===== config.mk =====
export PLATFORM = sky130hd
export DESIGN_NAME = microwave_controller
export DESIGN_NICKNAME = d
export VERILOG_FILES = /design/src/rtl/microwave_controller.sv
export SDC_FILE = /design/constraint.sdc
export NUM_CORES = 1
export LEC_CHECK = 0
export BUFFER_PORTS_ARGS = -buffer_cell sky130_fd_sc_hd__buf_2
export CAP_MARGIN = 15
export CORE_MARGIN = 2
export CORE_UTILIZATION = 55
export DETAILED_ROUTE_END_ITERATION = 8
export PLACE_DENSITY = 0.79
export SKIP_CTS_REPAIR_TIMING = 1
export SYNTH_ARGS = -nofsm -noshare
export SYNTH_HDL_FRONTEND = slang
export SYNTH_SLANG_ARGS = --single-unit

===== constraint.sdc =====
create_clock -name clk -period 2.7 [get_ports clk]
set_input_delay 0.675 -clock clk [delete_from_list [all_inputs] [get_ports clk]]
set_output_delay 0.675 -clock clk [all_outputs]
set_load 0.03 [all_outputs]

===== src/rtl/microwave_controller.sv =====
// microwave_controller
//   Top-level sequencer of the microwave oven. Takes the keypad encoder
//   outputs (BCD digit, active-low valid strobe, 1 Hz pulse) plus the
//   start/stop buttons and the door switch. Runs an IDLE/ENTRY/COOK/PAUSE/DONE
//   state machine, holds the MM:SS cook time as four BCD digits, counts it
//   down once per second and drives the magnetron enable.
//
//   Optional feature macro: BUZZER_EN
//     defined   : beep = registered (done & pgt_1hz), plus a one-clock beep
//                 on every accepted keypress.
//     undefined : beep tied low, no buzzer logic.
//
//   Handshake/event semantics: there is no valid/ready traffic here. Every
//   control input is a level that is registered once; an event is the
//   registered copy differing from the live value in the active direction
//   (falling for loadn/startn/stopn, rising for pgt_1hz). The event is acted
//   on at the same clk edge at which it is detected.
//
//   state_dbg exposes the FSM state for checkers:
//     0 = IDLE, 1 = ENTRY, 2 = COOK, 3 = PAUSE, 4 = DONE.

module microwave_controller #(
  parameter int unsigned DONE_SECONDS = 3
) (
  input  logic       clk,
  input  logic       clear,
  input  logic [3:0] bcd_digit,
  input  logic       loadn,
  input  logic       pgt_1hz,
  input  logic       startn,
  input  logic       stopn,
  input  logic       door_closed,
  output logic [3:0] min_tens,
  output logic [3:0] min_units,
  output logic [3:0] sec_tens,
  output logic [3:0] sec_units,
  output logic       mag_on,
  output logic       done,
  output logic       beep,
  output logic [2:0] state_dbg
);

  typedef enum logic [2:0] {
    S_IDLE  = 3'd0,
    S_ENTRY = 3'd1,
    S_COOK  = 3'd2,
    S_PAUSE = 3'd3,
    S_DONE  = 3'd4
  } state_t;

  // Tick count at which DONE gives way to IDLE (counter starts at 0).
  localparam logic [3:0] DONE_LAST = 4'(DONE_SECONDS - 1);

  state_t     state_q, state_d;
  logic [3:0] min_tens_q, min_units_q, sec_tens_q, sec_units_q;
  logic [3:0] min_tens_d, min_units_d, sec_tens_d, sec_units_d;
  logic [3:0] done_cnt_q, done_cnt_d;
  logic       mag_on_q, done_q;

  // Edge-detect history.
  logic       loadn_q, startn_q, stopn_q, pgt_q;

  // Decoded events for this clk.
  logic       key_ev, start_ev, stop_ev, tick_ev;
  logic       time_zero;
  logic       start_go;
  logic       key_take;

  // Decremented time (BCD with borrow) and helpers.
  logic [3:0] dec_min_tens, dec_min_units, dec_sec_tens, dec_sec_units;
  logic       borrow_su, borrow_st, borrow_mu;
  logic       dec_zero;

  assign key_ev   = loadn_q  & ~loadn;
  assign start_ev = startn_q & ~startn;
  assign stop_ev  = stopn_q  & ~stopn;
  assign tick_ev  = ~pgt_q   & pgt_1hz;

  assign time_zero = (min_tens_q == 4'd0) && (min_units_q == 4'd0) &&
                     (sec_tens_q == 4'd0) && (sec_units_q == 4'd0);

  // A start that actually launches cooking from IDLE/ENTRY.
  assign start_go = start_ev & door_closed & ~time_zero;

  // A keypress that is entered when the FSM is in IDLE/ENTRY: stop and a
  // successful start both outrank it, and non-decimal codes are dropped.
  assign key_take = key_ev & (bcd_digit <= 4'd9) & ~stop_ev & ~start_go;

  // One-second BCD decrement of MM:SS; sec_tens may legally hold 6..9.
  always_comb begin
    borrow_su     = (sec_units_q == 4'd0);
    dec_sec_units = borrow_su ? 4'd9 : sec_units_q - 4'd1;

    borrow_st     = borrow_su && (sec_tens_q == 4'd0);
    dec_sec_tens  = sec_tens_q;
    if (borrow_su) begin
      dec_sec_tens = (sec_tens_q == 4'd0) ? 4'd5 : sec_tens_q - 4'd1;
    end

    borrow_mu     = borrow_st && (min_units_q == 4'd0);
    dec_min_units = min_units_q;
    if (borrow_st) begin
      dec_min_units = (min_units_q == 4'd0) ? 4'd9 : min_units_q - 4'd1;
    end

    // Never wraps: COOK is only entered with a non-zero time.
    dec_min_tens  = min_tens_q;
    if (borrow_mu && (min_tens_q != 4'd0)) begin
      dec_min_tens = min_tens_q - 4'd1;
    end

    dec_zero = (dec_min_tens == 4'd0) && (dec_min_units == 4'd0) &&
               (dec_sec_tens == 4'd0) && (dec_sec_units == 4'd0);
  end

  // Next-state and next-time selection, in priority stop > door > start > tick > key.
  always_comb begin
    state_d     = state_q;
    min_tens_d  = min_tens_q;
    min_units_d = min_units_q;
    sec_tens_d  = sec_tens_q;
    sec_units_d = sec_units_q;
    done_cnt_d  = done_cnt_q;

    unique case (state_q)
      S_IDLE, S_ENTRY: begin
        if (stop_ev) begin
          state_d     = S_IDLE;
          min_tens_d  = 4'd0;
          min_units_d = 4'd0;
          sec_tens_d  = 4'd0;
          sec_units_d = 4'd0;
        end else if (start_go) begin
          state_d = S_COOK;
        end else if (key_take) begin
          // The first key in IDLE starts a fresh entry from 00:00.
          state_d     = S_ENTRY;
          min_tens_d  = (state_q == S_IDLE) ? 4'd0 : min_units_q;
          min_units_d = (state_q == S_IDLE) ? 4'd0 : sec_tens_q;
          sec_tens_d  = (state_q == S_IDLE) ? 4'd0 : sec_units_q;
          sec_units_d = bcd_digit;
        end
      end

      S_COOK: begin
        if (stop_ev || !door_closed) begin
          // Time is held so cooking can resume from PAUSE.
          state_d = S_PAUSE;
        end else if (tick_ev) begin
          min_tens_d  = dec_min_tens;
          min_units_d = dec_min_units;
          sec_tens_d  = dec_sec_tens;
          sec_units_d = dec_sec_units;
          if (dec_zero) begin
            state_d    = S_DONE;
            done_cnt_d = 4'd0;
          end
        end
      end

      S_PAUSE: begin
        if (stop_ev) begin
          state_d     = S_IDLE;
          min_tens_d  = 4'd0;
          min_units_d = 4'd0;
          sec_tens_d  = 4'd0;
          sec_units_d = 4'd0;
        end else if (start_ev && door_closed) begin
          state_d = S_COOK;
        end
      end

      S_DONE: begin
        // Time already reads 00:00 here; any exit lands in IDLE.
        if (stop_ev) begin
          state_d = S_IDLE;
        end else if (tick_ev) begin
          if (done_cnt_q == DONE_LAST) begin
            state_d = S_IDLE;
          end else begin
            done_cnt_d = done_cnt_q + 4'd1;
          end
        end else if (key_ev) begin
          // The key only dismisses DONE; it is not entered.
          state_d = S_IDLE;
        end
      end

      default: begin
        state_d     = S_IDLE;
        min_tens_d  = 4'd0;
        min_units_d = 4'd0;
        sec_tens_d  = 4'd0;
        sec_units_d = 4'd0;
      end
    endcase
  end

  // State, time digits, registered outputs and edge-detect history.
  always_ff @(posedge clk) begin
    if (clear) begin
      state_q     <= S_IDLE;
      min_tens_q  <= 4'd0;
      min_units_q <= 4'd0;
      sec_tens_q  <= 4'd0;
      sec_units_q <= 4'd0;
      done_cnt_q  <= 4'd0;
      mag_on_q    <= 1'b0;
      done_q      <= 1'b0;
      loadn_q     <= 1'b1;
      startn_q    <= 1'b1;
      stopn_q     <= 1'b1;
      pgt_q       <= 1'b0;
    end else begin
      state_q     <= state_d;
      min_tens_q  <= min_tens_d;
      min_units_q <= min_units_d;
      sec_tens_q  <= sec_tens_d;
      sec_units_q <= sec_units_d;
      done_cnt_q  <= done_cnt_d;
      mag_on_q    <= (state_d == S_COOK);
      done_q      <= (state_d == S_DONE);
      loadn_q     <= loadn;
      startn_q    <= startn;
      stopn_q     <= stopn;
      pgt_q       <= pgt_1hz;
    end
  end

`ifdef BUZZER_EN
  logic beep_q;
  logic in_entry_states;

  assign in_entry_states = (state_q == S_IDLE) || (state_q == S_ENTRY);

  // Buzzer: follows the 1 Hz pulse while done, plus a click per accepted key.
  always_ff @(posedge clk) begin
    if (clear) begin
      beep_q <= 1'b0;
    end else begin
      beep_q <= (done_q & pgt_1hz) | (key_take & in_entry_states);
    end
  end

  assign beep = beep_q;
`else
  assign beep = 1'b0;
`endif

  assign min_tens  = min_tens_q;
  assign min_units = min_units_q;
  assign sec_tens  = sec_tens_q;
  assign sec_units = sec_units_q;
  assign mag_on    = mag_on_q;
  assign done      = done_q;
  assign state_dbg = state_q;

endmodule

==> impl_results.md <==
* Fmax at 445 MHz
* Antenna violations before repair at 0
* Mapped Cells at 211
* Gr ovfl total at 0
* FILL cells at 280
* Tcrit/Tclk final at 0.832
* Final non-filler cell total at 292
* Cell Chain, Critical Path: inv_1 > ha_1 > nor3b_1 > nand4_1 > a31oi_2 > nand2_1 > a221oi_1 > nor3_1
* Die Ht at 60.4 microns
* Die area at 3650 sq um
* Final setup margin at 0.455 ns
* Num Clock Sinks at 29
* Worst skew pair latency at 0.33 ns
* Port Buffers at 31
* Synth Register Bits at 29
* Routability congestion estimate at 0.847
* Vias in the first global route at 1547
* Layout Nets at 261
* Design area at 2030 sq um
* Seq/Total Area, Yosys at 0.332
* Post-synthesis compound-gate area fraction at 0.252
* Wire length on met2 at 1920 microns
* Sum Neg Setup Slack at 0 ns
* TritonRoute pass-1 iters at 4
* CP Class: reg -> reg
* Worst-path clk slew at 0.10 ns
* CTS root buf: clkbuf_4
* Combinational Power Share at 0.280
* Largest net degree at the start of global routing at 22
* H-tree depth at 2
* Worst EP arrival at 2.45 ns
* Ant diodes at 0
* CTS max path bufs at 2
* Top sig layer: met4
* Residual DRC at 0
* Hold path start: min_tens[1]
* All-layer global routing usage at 0.257
* Share of flip-flops with an asynchronous set or reset at 0
* Syn-to-layout area delta at 15.9%
* Yosys top cell by area: dfxtp_1
* DR vias at 1731
* Critical path's top delay family: simple AND/OR/NAND/NOR gates
* Adder-Cell Fraction of Synth Area at 0.0214
* Synth top area cells: dfxtp_1 (33%), a21oi_1 (5.1%), o21ai_0 (3.4%)
* CP peak stage delay at 0.34 ns
* CP max stage cell: dfxtp_1
* Core Region at 3030 sq um
* Main combinational cell family by area after synthesis: simple AND/OR/NAND/NOR gates
* Area after DPL at 1960 sq um
* Reg power frac at 0.438
* Post-synthesis area per instance at 8.30 sq um
* DR vias/cell at 5.93
* CP bufs+invs at 1
* Endpoint class of the critical path: flip-flop
* Mux share of post-synthesis cell area at 0.0236
* EDFF count, synth at 0
* Ys flop type: dfxtp_1
* DR iter-0 viols at 58
* Cell variety after synth at 56
* Clock Power Share at 0.281
* Pwr dens at 534 nW/um^2
* Synthesized cell area at 1750 sq um
* DP HPWL at 3150 microns
* Worst hold path type: reg -> reg
* Worst setup startpoint: min_tens[0]
* DR WL/cell at 14.7 microns
* CTS Buf Count at 5
* First-pass GRT wire length at 7000 microns
* Multi-input gate area at 1100 sq um
* Worst hold slack at 0.482 ns
* RSZ-0062 raised after global routing: false
* Setup Skew at 0.00981 ns
* Final hold violations at 0
* Worst-path maximum fanout at 11
* Final setup viols at 0
* P_sw at 378 uW
* Share of layout cells above drive strength 1 at 0.250
* Reg-to-reg startpoint: min_tens[0]
* Syn Nets at 225
* I/O pins at 33
* # rows at 20
* WL met3 at 284 microns
* Final wirelength at 4290 microns
* Leakage at 0.823 nW
* Outcome: finished, final reports clean
* Yosys top cell area share at 0.332
* Ys Warns at 0
* CTS tree: done
* Cell count after placement at 284
* M1 WL at 2030 microns
* Max-Cap Viols at 0
* Worst slack at placement at 0.279 ns
* P_int at 705 uW
* FF/Latch Area at 581 sq um
* Simple-Gate Fraction of Synth Area at 0.297
* Final critical-path required period at 2.25 ns
* XOR/XNOR share of the synthesized area at 0.0300
* Routed Antenna Nets at 0
* Die Span X at 60.4 microns
* Switching share of power at 0.349
* Critical Path Source Type: flip-flop
* Pins Over Slew Limit at 0
* Initial Util at 0.578
* VDD IR max at 0.000379 V
* Critical path required time at 2.90 ns
[layer usage]
metal  global-route usage  vias to the layer above
li1                     -                      861
met3               0.0490                        7
met2                0.408                       61
met4               0.0963                        0
met1                0.349                      802
met5                    0                        -
[through the flow]
step	util	total power, mW
2_1_floorplan	-	0.710
3_3_place_gp	0.647	0.779
3_5_place_dp	0.647	0.784
4_1_cts	0.670	1.08
5_1_grt	0.670	1.14
6_report	0.670	1.08
[final cells by class]
type | count | area share
clock buffer | 7 | 0.0321
timing repair buffer | 38 | 0.102
tap | 44 | 0.0271
inverter | 5 | 0.00925
multi-input combinational | 168 | 0.540
clock inverter | 1 | 0.00247
sequential | 29 | 0.286
[worst min-delay path, cell delays in order, from the launching register on]
cell	delay, ns
dfxtp_1	0.34
nand2_1	0.06
o21ai_1	0.05
[synth_stat cells (all sizes together) (4+ instances only)]
master	instances
a21oi	18
a22oi	5
a31oi	4
buf	5
clkbuf	4
dfxtp	29
inv	5
nand2	17
nand2b	8
nand3	5
nand4	6
nor2	16
nor2b	8
nor3	7
nor4	5
o21ai	18
o2bb2ai	4
[cell families after synthesis]
| group | Yosys count |
|---|---|
| buffers and inverters | 14 |
| AND/OR/NAND/NOR | 88 |
| other | 1 |
| multiplexers | 4 |
| XOR/XNOR | 6 |
| flip-flops | 29 |
| adder cells (fa/ha/maj) | 3 |
| AO/OA/AOI/OAI | 66 |
[sequential cells by signal, summed over array words and instances, names as in the netlist]
signal and count:
done_cnt_q 4, stopn_q 1, mag_on 1, pgt_q 1, sec_tens 4, min_units 4
min_tens 4, state_dbg 3, sec_units 4, loadn_q 1, done 1, startn_q 1
[power groups by stage]
| stage | Sequential, mW | Clock (mW) | Combinational (mW) |
|---|---|---|---|
| 2_1_floorplan | 0.505 | 0 | 0.205 |
| 3_3_place_gp | 0.484 | 0 | 0.295 |
| 3_5_place_dp | 0.484 | 0 | 0.300 |
| 4_1_cts | 0.474 | 0.307 | 0.301 |
| 5_1_grt | 0.478 | 0.325 | 0.333 |
| 6_report | 0.475 | 0.305 | 0.304 |
[final timing paths]
check             cells after the start  slack (ns)          end
setup / recovery                      8        0.45  sec_tens[1]
setup reg to reg                      8        0.45  sec_tens[1]
hold / removal                        2        0.48  min_tens[1]
hold reg to reg                       2        0.48  min_tens[1]
[layout by cell type, fill, tap and decap left out, types with 3 or more instances in the layout]
cell type,instances
ha_1,3
nor2b_1,8
xnor2_1,3
o21ai_1,6
or2_2,3
a22oi_1,5
xor2_1,3
nand2b_1,8
o2bb2ai_1,4
nor2_1,16
o32ai_1,3
dfxtp_1,29
nand3_1,4
nand2_1,16
o21ai_0,12
nand4_1,6
nor3b_1,3
nor3_1,5
mux2i_1,3
clkbuf_4,5
buf_4,7
inv_1,5
a31oi_1,3
a21oi_1,18
buf_2,31
No activity file was read; power rests on OpenSTA's default activity.
